[src/rtl/uart_rx_8n1_pkg.sv]
// Shared UART constants: default frame/baud settings and the receiver FSM state codes.
// The TX side is expected to import the same defaults.
package uart_rx_8n1_pkg;

  localparam int unsigned DATA_BIT_DEF   = 8;
  localparam int unsigned OVERSAMPLE_DEF = 16;
  localparam int unsigned CLK_DIV_DEF    = 27;

  localparam int unsigned STATE_W = 2;

  localparam logic [STATE_W-1:0] S_IDLE  = 2'd0;
  localparam logic [STATE_W-1:0] S_START = 2'd1;
  localparam logic [STATE_W-1:0] S_DATA  = 2'd2;
  localparam logic [STATE_W-1:0] S_STOP  = 2'd3;

endpackage

[src/rtl/baud_tick_gen.sv]
// Free-running oversample tick generator: o_tick pulses for one clk every CLK_DIV clks.
// The pulse is registered and coincides with the counter sitting at CLK_DIV-1.
module baud_tick_gen
  import uart_rx_8n1_pkg::*;
#(
  parameter int unsigned CLK_DIV = CLK_DIV_DEF
) (
  input  logic clk,
  input  logic rst,
  output logic o_tick
);

  localparam int unsigned CNT_W = (CLK_DIV > 1) ? $clog2(CLK_DIV) : 1;
  localparam logic [CNT_W-1:0] CNT_MAX = CNT_W'(CLK_DIV - 1);
  localparam logic [CNT_W-1:0] CNT_PRE = CNT_W'(CLK_DIV - 2);

  logic [CNT_W-1:0] cnt;

  // Tick is raised one clk early so it is high while cnt == CLK_DIV-1.
  always_ff @(posedge clk) begin
    if (rst) begin
      cnt    <= '0;
      o_tick <= 1'b0;
    end else begin
      cnt    <= (cnt == CNT_MAX) ? '0 : cnt + 1'b1;
      o_tick <= (cnt == CNT_PRE);
    end
  end

endmodule

[src/rtl/uart_rx_8n1.sv]
// 8N1 UART receiver: oversampled mid-bit sampling, one-clk done / frame-error pulses.
// Synchroniser, FSM and shift register live here; the baud tick comes from baud_tick_gen.
module uart_rx_8n1
  import uart_rx_8n1_pkg::*;
#(
  parameter int unsigned DATA_BIT   = DATA_BIT_DEF,
  parameter int unsigned OVERSAMPLE = OVERSAMPLE_DEF,
  parameter int unsigned CLK_DIV    = CLK_DIV_DEF
) (
  input  logic                clk,
  input  logic                rst,
  input  logic                i_rx,
  output logic [DATA_BIT-1:0] o_data,
  output logic                o_rx_done_tick,
  output logic                o_frame_err,
  output logic                o_busy
);

  localparam int unsigned S_W = $clog2(OVERSAMPLE);
  localparam int unsigned N_W = $clog2(DATA_BIT);
  localparam logic [S_W-1:0] S_MID  = S_W'(OVERSAMPLE / 2 - 1);
  localparam logic [S_W-1:0] S_END  = S_W'(OVERSAMPLE - 1);
  localparam logic [N_W-1:0] N_LAST = N_W'(DATA_BIT - 1);

  logic                rx_meta, rx_s, rx_d;
  logic                s_tick;
  logic [STATE_W-1:0]  state, state_nx;
  logic [S_W-1:0]      s_cnt, s_cnt_nx;
  logic [N_W-1:0]      n_cnt, n_cnt_nx;
  logic [DATA_BIT-1:0] shift_reg, shift_nx, data_nx;
  logic                done_nx, ferr_nx;

  baud_tick_gen #(.CLK_DIV(CLK_DIV)) u_tick (
    .clk    (clk),
    .rst    (rst),
    .o_tick (s_tick)
  );

  // Two-flop synchroniser plus one delay flop for falling-edge detection.
  always_ff @(posedge clk) begin
    if (rst) begin
      rx_meta <= 1'b1;
      rx_s    <= 1'b1;
      rx_d    <= 1'b1;
    end else begin
      rx_meta <= i_rx;
      rx_s    <= rx_meta;
      rx_d    <= rx_s;
    end
  end

  always_ff @(posedge clk) begin
    if (rst) begin
      state          <= S_IDLE;
      s_cnt          <= '0;
      n_cnt          <= '0;
      shift_reg      <= '0;
      o_data         <= '0;
      o_rx_done_tick <= 1'b0;
      o_frame_err    <= 1'b0;
      o_busy         <= 1'b0;
    end else begin
      state          <= state_nx;
      s_cnt          <= s_cnt_nx;
      n_cnt          <= n_cnt_nx;
      shift_reg      <= shift_nx;
      o_data         <= data_nx;
      o_rx_done_tick <= done_nx;
      o_frame_err    <= ferr_nx;
      o_busy         <= (state_nx != S_IDLE);
    end
  end

  always_comb begin
    state_nx = state;
    s_cnt_nx = s_cnt;
    n_cnt_nx = n_cnt;
    shift_nx = shift_reg;
    data_nx  = o_data;
    done_nx  = 1'b0;
    ferr_nx  = 1'b0;
    case (state)
      // Edge search runs every clk so a start edge is never missed between ticks.
      S_IDLE: begin
        if (rx_d && !rx_s) begin
          state_nx = S_START;
          s_cnt_nx = '0;
        end
      end
      S_START: begin
        if (s_tick) begin
          if (s_cnt == S_MID) begin
            if (!rx_s) begin
              state_nx = S_DATA;
              s_cnt_nx = '0;
              n_cnt_nx = '0;
            end else begin
              state_nx = S_IDLE;
            end
          end else begin
            s_cnt_nx = s_cnt + 1'b1;
          end
        end
      end
      S_DATA: begin
        if (s_tick) begin
          if (s_cnt == S_END) begin
            shift_nx = {rx_s, shift_reg[DATA_BIT-1:1]};
            s_cnt_nx = '0;
            if (n_cnt == N_LAST) state_nx = S_STOP;
            else                 n_cnt_nx = n_cnt + 1'b1;
          end else begin
            s_cnt_nx = s_cnt + 1'b1;
          end
        end
      end
      S_STOP: begin
        if (s_tick) begin
          if (s_cnt == S_END) begin
            state_nx = S_IDLE;
            if (rx_s) begin
              data_nx = shift_reg;
              done_nx = 1'b1;
            end else begin
              ferr_nx = 1'b1;
            end
          end else begin
            s_cnt_nx = s_cnt + 1'b1;
          end
        end
      end
      default: state_nx = S_IDLE;
    endcase
  end

endmodule

[config.mk]
export PLATFORM = sky130hd
export DESIGN_NAME = uart_rx_8n1
export DESIGN_NICKNAME = d
export VERILOG_FILES = /design/src/rtl/uart_rx_8n1_pkg.sv /design/src/rtl/baud_tick_gen.sv /design/src/rtl/uart_rx_8n1.sv
export SDC_FILE = /design/constraint.sdc
export NUM_CORES = 1
export LEC_CHECK = 0
export ABC_AREA = 1
export CORE_ASPECT_RATIO = 1.25
export CORE_MARGIN = 4
export CORE_UTILIZATION = 55
export DETAILED_ROUTE_END_ITERATION = 16
export PLACE_DENSITY = 0.82
export SYNTH_ARGS = -nofsm -noshare
export SYNTH_HDL_FRONTEND = slang
export SYNTH_SLANG_ARGS = --single-unit
[constraint.sdc]
create_clock -name clk -period 1.7 [get_ports clk]
set_input_delay 0.255 -clock clk [delete_from_list [all_inputs] [get_ports clk]]
set_output_delay 0.255 -clock clk [all_outputs]
set_load 0.01 [all_outputs]
==> out/qor.txt, run 1 <==
CP top delay family - simple AND/OR/NAND/NOR gates
vias in the first global route - 1,389
status - finished, final reports clean
routed wire length per instance - 11.72 um
initial antenna violation count - 0
Yosys reg bits - 37
Sw Share - 21.81%
post-synth cell types - 20
worst setup margin - 134.9 ps
hold_ws - 418.3 ps
Rows - 21
drt total wl - 3257 um
Synth Area per Inst - 7.203 um^2
clock skew - 14.16 ps
Mapped Nets - 231
worst slew pin tran - 380.0 ps
Worst setup SP type - flip-flop
Worst EP required - 1940 ps
LEAKAGE - 0.8495 nW
max-cap viol count - 0
Final Cell Area - 1889 um^2
dpl cell area - 1792 um^2
Starting Density - 58.52%
Final Slew Violations - 0
Net Sw Power - 355.7 uW
crit path DAT - 1810 ps
xor/xnor share of the synthesized area - 1.643%
antenna fix cells - 0
Detail Placement HPWL - 2152 um
CTS tree - built
dpl ws - 118.2 ps
Ports - 14
grt ovf - 0
total CTS buffers - 5
Final Wtd Congestion - 0.8707
Syn Inst Count - 222
Min-Delay Path Class - flip-flop to flip-flop
number of detailed-route iterations in the first pass - 4
clk slew on worst S/H paths - 110 ps
wire length on met3 - 139 um
power share of the clock group - 38.7%
main combinational cell family by area after synthesis - simple AND/OR/NAND/NOR gates
uppermost layer routed - met4
setup_tns - 0 ps
nets - 252
DRT iter0 DRCs - 46
slowest CP cell - dfxtp_1
layout cells sized above 1 - 9.836%
area share of the largest cell type after synthesis - 46.32%
Setup Viol. Count Final - 0
Yosys top cell by area - dfxtp_1
Post-synth top cells - nor2_1 (63), nand2_1 (40), dfxtp_1 (37)
most instantiated library cell after synthesis - nor2_1
worst path bufs/invs - 1
largest net degree at the start of global routing - 23
clk root buf - clkbuf_4
critical-path cell list - ha_1 -> nand2_1 -> nor2_4 -> nand3_2 -> nor2_4 -> inv_2 -> nor2_1 -> nor2_1
mux cell area share after synthesis - 0%
met2 WL - 1690 um
Core Box Area - 2733 um^2
Crit Path Max Fanout - 9
YS warnings - 0
endpoints failing hold - 0
Setup CP Type - flip-flop to flip-flop
min Tclk post-route - 1565 ps
Die Wd - 56.23 um
pwr dens - 863.4 nW/um^2
Area Growth Syn to Fin - 18.15%
Logic pwr share - 6.0%
Worst setup EP type - flip-flop
antenna-violating nets left - 0
largest cells by area after synthesis - dfxtp_1 (46%), nor2_1 (15%), nand2_1 (9.4%), o21ai_0 (6.6%), ha_1 (4.7%)
CP max stage delay - 390 ps
Hold-fix buffers, CTS - 0
fin crit share - 92.06%
internal power - 1.276 mW
DR DRC count - 0
Max IR drop VDD - 970.0 uV
CTS Sinks - 37
sequential share of power - 55.3%
Top FF cell, synth - dfxtp_1
Slew Limit Headroom - 74.40%
fmax - 0.6389 GHz
average via count per standard cell - 5.133
DRT met1 WL - 1374 um
Port Buffers - 13
adder-cell share of the synthesized area - 4.695%
Die H - 68.29 um
via count - 1,427
Post-synth EDFFs - 0
first-pass GRT wire length - 5664 um
GRT Util Overall - 19.02%
CTS Buffer Depth - 2
H-tree depth - 2
async set-or-reset flop fraction in the synthesized netlist - 0%
Synth Area in Compound Gates - 8.138%
Cell Area, Synth - 1599 um^2
sequential-to-total area share from yosys stat - 46.32%
Post-Synth Simple-Gate Area - 33.72%
later-pin clock latency in the skew report - 340 ps
die area - 3839 um^2
power by group through the flow:
stage	clock, mW	combinational [mW]	sequential (mW)
after floorplan	0	0.0655	0.917
final	0.632	0.0982	0.901
after detailed placement	0	0.0944	0.921
after CTS	0.647	0.0961	0.901
after global placement	0	0.0937	0.920
after global routing	0.699	0.115	0.904
kinds of logic after synthesis:
kind of cell               after synthesis
adders and majority gates                6
AOI/OAI and AO/OA                       26
buffers and inverters                   23
and+or+nand+nor                        127
xor gates and xnor gates                 3
DFF                                     37
worst reg2reg max path, cell delays in order (launching register included):
cell,delay (ps)
dfxtp_1,390
ha_1,230
nand2_1,130
nor2_4,140
nand3_2,110
nor2_4,170
inv_2,110
nor2_1,120
nor2_1,70
cells in the final DEF, fill, tap and decap left out, types with 2 or more instances in the layout:
master,count
inv_2,4
or2_2,2
nor2_4,3
clkdlybuf4s50_1,13
o21ai_0,20
clkbuf_4,5
nor2_1,63
nand3_1,12
nor2_2,2
a21oi_1,5
buf_4,2
xor2_1,2
ha_1,6
nand2_1,40
dfxtp_1,37
inv_1,16
nand3_2,2
area by class of cell:
class / instances / area (um^2)
tap: 34 / 42.54
timing repair buffer: 16 / 165.2
clock buffer: 7 / 55.05
multi-input combinational: 162 / 775.7
sequential: 37 / 740.7
inverter: 21 / 80.08
clock inverter: 1 / 30.03
fill: 231 / 843.3
path summary, 6_finish.rpt:
path / start / to / slack [ps] / cells after the start
worst max-delay path: s_cnt[0] / o_data[2] / 130 / 8
worst min-delay path: rx_meta / rx_s / 420 / 1
worst max register to register: s_cnt[0] / o_data[2] / 130 / 8
worst min register to register: rx_meta / rx_s / 420 / 1
metrics by stage:
step / util (%) / std cells / power, mW
6_report: 69.14 / 278 / 1.631
5_1_grt: 69.14 / 278 / 1.718
4_1_cts: 68.68 / 277 / 1.643
3_5_place_dp: 65.57 / 269 / 1.015
3_3_place_gp: 65.57 / 269 / 1.013
2_1_floorplan: - / 222 / 0.9827
repair_timing:
| action | CTS | global route |
|---|---|---|
| gates resized for setup | 0 | 2 |
| setup buffers | 0 | 1 |
| setup endpoints to repair | 0 | 12 |
metal layers:
| metal | global-route usage, % | vias up |
|---|---|---|
| met3 | 7.358 | 7 |
| met4 | 8.605 | 0 |
| met5 | 0 | - |
| met1 | 20.09 | 660 |
| met2 | 33.77 | 22 |
| li1 | - | 738 |
Power figures use the tool's default switching activity.
==> run 2, diff against run 1 <==
--- a/config.mk
+++ b/config.mk
@@ -5,7 +5,6 @@
 export SDC_FILE = /design/constraint.sdc
 export NUM_CORES = 1
 export LEC_CHECK = 0
-export ABC_AREA = 1
 export CORE_ASPECT_RATIO = 1.25
 export CORE_MARGIN = 4
 export CORE_UTILIZATION = 55
==> out/qor.txt, run 2 <==
status - finished, final reports clean
Final Wtd Congestion - 0.8474 (-2.7%)
nets - 180 (-29%)
Final Slew Violations - 0 (unchanged)
number of detailed-route iterations in the first pass - 4 (unchanged)
Die H - 67.17 um (-1.6%)
Die Wd - 55.33 um (-1.6%)
cells on worst reg2reg path - 6 (-2)
Setup CP Type - flip-flop to flip-flop
Worst EP required - 1940 ps (about the same)
GRT Util Overall - 16.89% (-2.1 points)
Post-synth EDFFs - 0 (unchanged)
R2R setup slack - 90 ps (-50 ps)
average via count per standard cell - 5.485 (+6.9%)
hold wc startpoint - rx_meta
Core Box Area - 2680 um^2 (-1.9%)
most instantiated library cell after synthesis - dfxtp_1
antenna-violating nets left - 0 (unchanged)
via count - 1,130 (-21%)
CTS Sinks - 37 (unchanged)
Yosys reg bits - 37 (unchanged)
first-pass GRT wire length - 4761 um (-16%)
routed wire length per instance - 13.72 um (+17%)
endpoints failing hold - 0 (unchanged)
commonest non-fill, non-tap cell in the layout - dfxtp_1
fin crit share - 94.94% (+2.9 points)
async set-or-reset flop fraction in the synthesized netlist - 0% (unchanged)
pwr dens - 761.4 nW/um^2 (-12%)
Port Buffers - 13 (unchanged)
Rows - 21 (unchanged)
DRT iter0 DRCs - 25 (-46%)
die area - 3716 um^2 (-3.2%)
Top FF cell, synth - dfxtp_1
total CTS buffers - 5 (unchanged)
Synth Area per Inst - 10.27 um^2 (+43%)
Yosys top cell by area - dfxtp_1
initial antenna violation count - 0 (unchanged)
H-tree depth - 2 (unchanged)
layout cells sized above 1 - 19.19% (+9.3 points)
area share of the largest cell type after synthesis - 48.09% (+1.8 points)
vias in the first global route - 1,109 (-20%)
crit path DAT - 1850 ps (+40 ps)
dpl cell area - 1720 um^2 (-4.0%)
Crit Path Max Fanout - 8 (-1)
Syn Inst Count - 150 (-32%)
Worst setup SP type - flip-flop
post-synth cell types - 39 (+95%)
Area Growth Syn to Fin - 18.03%
CTS Buffer Depth - 2 (unchanged)
clock skew - 6.174 ps (-7.981 ps)
Slew Limit Headroom - 73.94% (-0.46 points)
clk root buf - clkbuf_4
LEAKAGE - 0.6584 nW (-22%)
YS warnings - 0 (unchanged)
largest cells by area after synthesis - dfxtp_1 (48%), mux2i_1 (10%), nor2_1 (6.1%), ha_1 (4.9%), nand3_1 (1.9%)
largest net degree at the start of global routing - 17 (-26%)
sequential-to-total area share from yosys stat - 48.09% (+1.8 points)
drt total wl - 2827 um (-13%)
antenna fix cells - 0 (unchanged)
DR DRC count - 0 (unchanged)
worst slew pin tran - 383.4 ps (+3.387 ps)
CP Launch Point - s_cnt[1]
max-cap viol count - 0 (unchanged)
Cell Area, Synth - 1540 um^2 (-3.7%)
later-pin clock latency in the skew report - 340 ps (about the same)
min Tclk post-route - 1614 ps (+48.89 ps)
Setup Viol. Count Final - 0 (unchanged)
Max IR drop VDD - 535.4 uV (-45%)
Min-Delay Path Class - flip-flop to flip-flop
Worst setup EP type - flip-flop
CTS tree - built
grt ovf - 0 (unchanged)
Detail Placement HPWL - 2066 um (-4.0%)
Mapped Nets - 159 (-31%)
Ports - 14 (unchanged)
fmax - 0.6196 GHz (-3.0%)
Post-synth top cells - dfxtp_1 (37), nor2_1 (25), mux2i_1 (16)
r2r endpoint - shift_reg[4]
commonest cells after routing, fill and taps aside - dfxtp_1 (33), nor2_1 (25), mux2i_1 (16)
Starting Density - 57.47% (-1.0 points)
clk slew on worst S/H paths - 100 ps (about the same)
total power draw - 1.384 mW (-15%)
crit path capture - shift_reg[4]
Hold Path Stages - 1 (unchanged)
r2r startpoint - s_cnt[1]
Final Cell Area - 1818 um^2 (-3.8%)
## run 2: cell types whose count changed in the layout (fill, tap and decap cells not counted), moves of 4 or more
cell / previous run / this run
dfxtp_2: 0 / 4
o21ai_0: 20 / 4
buf_4: 2 / 6
nand2_1: 40 / 3
dfxtp_1: 37 / 33
inv_1: 16 / 5
nand3_1: 12 / 5
inv_2: 4 / 0
nor2_1: 63 / 25
mux2i_1: 0 / 16
## run 2: worst max-delay path: stages, from the launching register on
cell and delay, ps:
dfxtp_1 370, ha_1 210, nand3_1 150, nor3_2 260
buf_4 250, mux2i_1 200, nor2_1 50
## run 2: what timing repair did
item / in CTS / in global routing
buffers inserted: 0 / 1
hold buffers: 0 / 0
setup endpoints to repair: 0 / 21
gates resized for setup: 0 / 8
## run 2: cells by family (layout without fill, tap and decap cells)
kind of cell	after synthesis	count (layout)	share of synthesized area, %
multiplexers	19	19	12.92
AND/OR/NAND/NOR	55	55	18.77
flip-flops	37	37	48.09
adder cells (fa/ha/maj)	6	6	4.874
XOR/XNOR	3	3	1.706
AO/OA/AOI/OAI	19	19	9.993
buffers and inverters	11	33	3.655
## run 2: area by class of cell
class / instances / area [um^2]
inverters: 5 / 18.77
fillers: 223 / 862.1
flip-flops and latches: 37 / 745.7
repair buffers: 20 / 195.2
multi-input cells: 102 / 767.0
clock buffers: 8 / 48.80
well taps: 34 / 42.54
## run 2: how the worst min path moves through the flow
stage                    to  slack (ps)
floorplan           rx_meta         360
global placement       rx_s         390
detailed placement     rx_s         390
CTS                    rx_s         420
global route           rx_s         440
finish                 rx_s         420
## run 2: through the flow
| stage | std cells | utilization (%) | setup slack [ps] | hold WS, ps | setup TNS (ps) |
|---|---|---|---|---|---|
| 2_1_floorplan | 150 | - | 95.24 | 358.8 | 0 |
| 3_3_place_gp | 197 | 64.19 | 95.06 | 394.9 | 0 |
| 3_5_place_dp | 197 | 64.19 | 33.51 | 393.7 | 0 |
| 4_1_cts | 205 | 66.01 | 18.17 | 418.6 | 0 |
| 5_1_grt | 206 | 67.83 | -23.32 | 436.2 | -129.3 |
| 6_report | 206 | 67.83 | 86.03 | 415.0 | 0 |
## run 2: power breakdown
group | switching [mW] | internal (mW) | leakage (nW)
registers | 0.0132 | 0.878 | 0.301
logic | 0.0329 | 0.0298 | 0.331
clock network | 0.265 | 0.165 | 0.0265
## run 2: routing by layer
metal / track usage (%) / part of all wire [%]
met5: 0 / 0
met4: 11.25 / 2.5
met3: 5.927 / 3.7
met2: 31.36 / 55
met1: 15.68 / 39
==> run 3, diff against run 2 <==
--- a/config.mk
+++ b/config.mk
@@ -5,11 +5,13 @@
 export SDC_FILE = /design/constraint.sdc
 export NUM_CORES = 1
 export LEC_CHECK = 0
+export CAP_MARGIN = 40
 export CORE_ASPECT_RATIO = 1.25
 export CORE_MARGIN = 4
 export CORE_UTILIZATION = 55
 export DETAILED_ROUTE_END_ITERATION = 16
 export PLACE_DENSITY = 0.82
+export SETUP_SLACK_MARGIN = 0.3
 export SYNTH_ARGS = -nofsm -noshare
 export SYNTH_HDL_FRONTEND = slang
 export SYNTH_SLANG_ARGS = --single-unit
==> out/qor.txt, run 3 (synthesis results as in run 2) <==
Setup CP Type - flip-flop to flip-flop
later-pin clock latency in the skew report - 360 ps (+20 ps)
power share of the clock group - 40.4% (+9.3 points)
Final Slew Violations - 0 (unchanged)
Worst setup EP type - flip-flop
Worst EP required - 1950 ps (about the same)
layout cells sized above 1 - 34.57% (+15 points)
Min-Delay Path Class - flip-flop to flip-flop
CTS Sinks - 37 (unchanged)
Ports - 14 (unchanged)
max-cap viol count - 0 (unchanged)
Final Wtd Congestion - 0.8467 (about the same)
Port Buffers - 13 (unchanged)
clk slew on worst S/H paths - 110 ps (about the same)
fmax - 0.6459 GHz (+4.2%)
H-tree depth - 2 (unchanged)
grt ovf - 0 (unchanged)
Die Wd - 55.33 um (unchanged)
Worst setup SP type - flip-flop
nets - 196 (+8.9%)
GRT Util Overall - 21.73% (+4.8 points)
Max IR drop VDD - 904.2 uV (+69%)
total CTS buffers - 5 (unchanged)
# fillers - 188 (-16%)
DRT iter0 DRCs - 21 (-16%)
pwr dens - 770.9 nW/um^2 (+1.2%)
die area - 3716 um^2 (unchanged)
CTS Buffer Depth - 2 (unchanged)
routed wire length per instance - 16.19 um (+18%)
clock skew - 7.650 ps (+1.476 ps)
Detail Placement HPWL - 1981 um (-4.1%)
via count - 1,236 (+9.4%)
dpl ws - 104.1 ps (+70.60 ps)
worst setup margin - 151.8 ps (+65.74 ps)
Rows - 21 (unchanged)
Seq. cell area - 762.0 um^2 (+2.2%)
DR DRC count - 0 (unchanged)
worst slew pin tran - 285.4 ps (-97.92 ps)
Starting Density - 57.47% (unchanged)
setup_tns - 0 ps (unchanged)
met2 usage - 38.61% (+7.2 points)
met3 GRT Util - 4.589% (-1.3 points)
largest net degree at the start of global routing - 28 (+11)
endpoints failing hold - 0 (unchanged)
total power draw - 1.617 mW (+17%)
number of detailed-route iterations in the first pass - 4 (unchanged)
CTS tree - built
clk root buf - clkbuf_4
status - finished, final reports clean
Net Sw Power - 358.1 uW (+15%)
Setup Viol. Count Final - 0 (unchanged)
min Tclk post-route - 1548 ps (-65.74 ps)
commonest non-fill, non-tap cell in the layout - dfxtp_1
Area Growth Syn to Fin - 36.23%
LEAKAGE - 0.8302 nW (+26%)
antenna fix cells - 0 (unchanged)
crit path DAT - 1800 ps (-50 ps)
initial antenna violation count - 0 (unchanged)
Slew Limit Headroom - 80.56% (+6.6 points)
Multi-input gate area - 860.8 um^2 (+12%)
fin crit share - 91.07% (-3.9 points)
Logic pwr share - 4.9% (+0.4 points)
unrepaired setup endpoints after global routing - yes
vias in the first global route - 1,327 (+20%)
drt total wl - 3595 um (+27%)
Die H - 67.17 um (unchanged)
Sw Share - 22.14% (-0.36 points)
internal power - 1.259 mW (+17%)
Crit Path Max Fanout - 5 (-3)
Core Box Area - 2680 um^2 (unchanged)
commonest cells after routing, fill and taps aside - dfxtp_1 (30), nor2_1 (24), mux2i_1 (15)
met1 global-route usage - 23.66% (+8.0 points)
sequential share of power - 54.7% (-9.7 points)
GRT busiest layer - met2
first-pass GRT wire length - 6203 um (+30%)
average via count per standard cell - 5.568 (+1.5%)
antenna-violating nets left - 0 (unchanged)
run 3: cell count changes in the layout (fill, tap and decap cells not counted), moves of 3 or more:
| cell | before | now |
|---|---|---|
| buf_4 | 6 | 14 |
| clkbuf_1 | 3 | 0 |
| dlygate4sd2_1 | 0 | 11 |
| dfxtp_4 | 0 | 5 |
| clkdlybuf4s50_1 | 13 | 2 |
| buf_6 | 0 | 7 |
| dfxtp_1 | 33 | 30 |
run 3: repair_timing:
action / in CTS / in global routing
hold buffers: 0 / 0
setup endpoints to repair: 35 / 26
pin swaps: 10 / 14
resized for setup: 32 / 14
buffers inserted: 18 / 1
run 3: final timing paths:
check / startpoint / to / slack [ps] / depth (start not counted)
setup reg to reg: state[0] / o_busy / 150 / 5
hold / removal: rx_meta / rx_s / 420 / 1
setup / recovery: state[0] / o_busy / 150 / 5
hold reg to reg: rx_meta / rx_s / 420 / 1
run 3: layer usage:
layer	part of all wire [%]	vias to the layer above	wire, um
met2	54	26	1939
met5	0	-	0
met1	40	594	1449
met3	2.9	13	106
li1	-	603	-
met4	2.8	0	100
run 3: critical path: stages, from the launching register on:
cell	delay [ps]
dfxtp_4	400
buf_4	160
or2_2	300
o21ai_0	250
a31oi_1	100
or2_1	230
run 3: cell type report:
| cell class | count | area share (%) |
|---|---|---|
| Multi-Input combinational cell | 102 | 41.03 |
| Sequential cell | 37 | 36.31 |
| Timing Repair Buffer | 36 | 15.50 |
| Clock buffer | 6 | 2.445 |
| Tap cell | 34 | 2.027 |
| Clock inverter | 2 | 1.789 |
| Inverter | 5 | 0.8945 |
run 3: metrics by stage:
stage               util, %  area (um^2)  cells  hold slack (ps)
floorplan                 -         1587    150            358.8
global placement      65.69         1760    195            394.3
detailed placement    65.69         1760    195            394.0
CTS                   76.28         2044    221            420.8
global route          78.29         2098    222            440.2
finish                78.29         2098    222            419.5
run 3: power groups by stage:
stage                     logic (mW)  registers [mW]  clock network, mW
after floorplan               0.0423           0.909                  0
final                         0.0787           0.885              0.654
after global placement        0.0598           0.910                  0
after CTS                     0.0746           0.884              0.660
after global routing          0.0858           0.888              0.701
after detailed placement      0.0638           0.911                  0
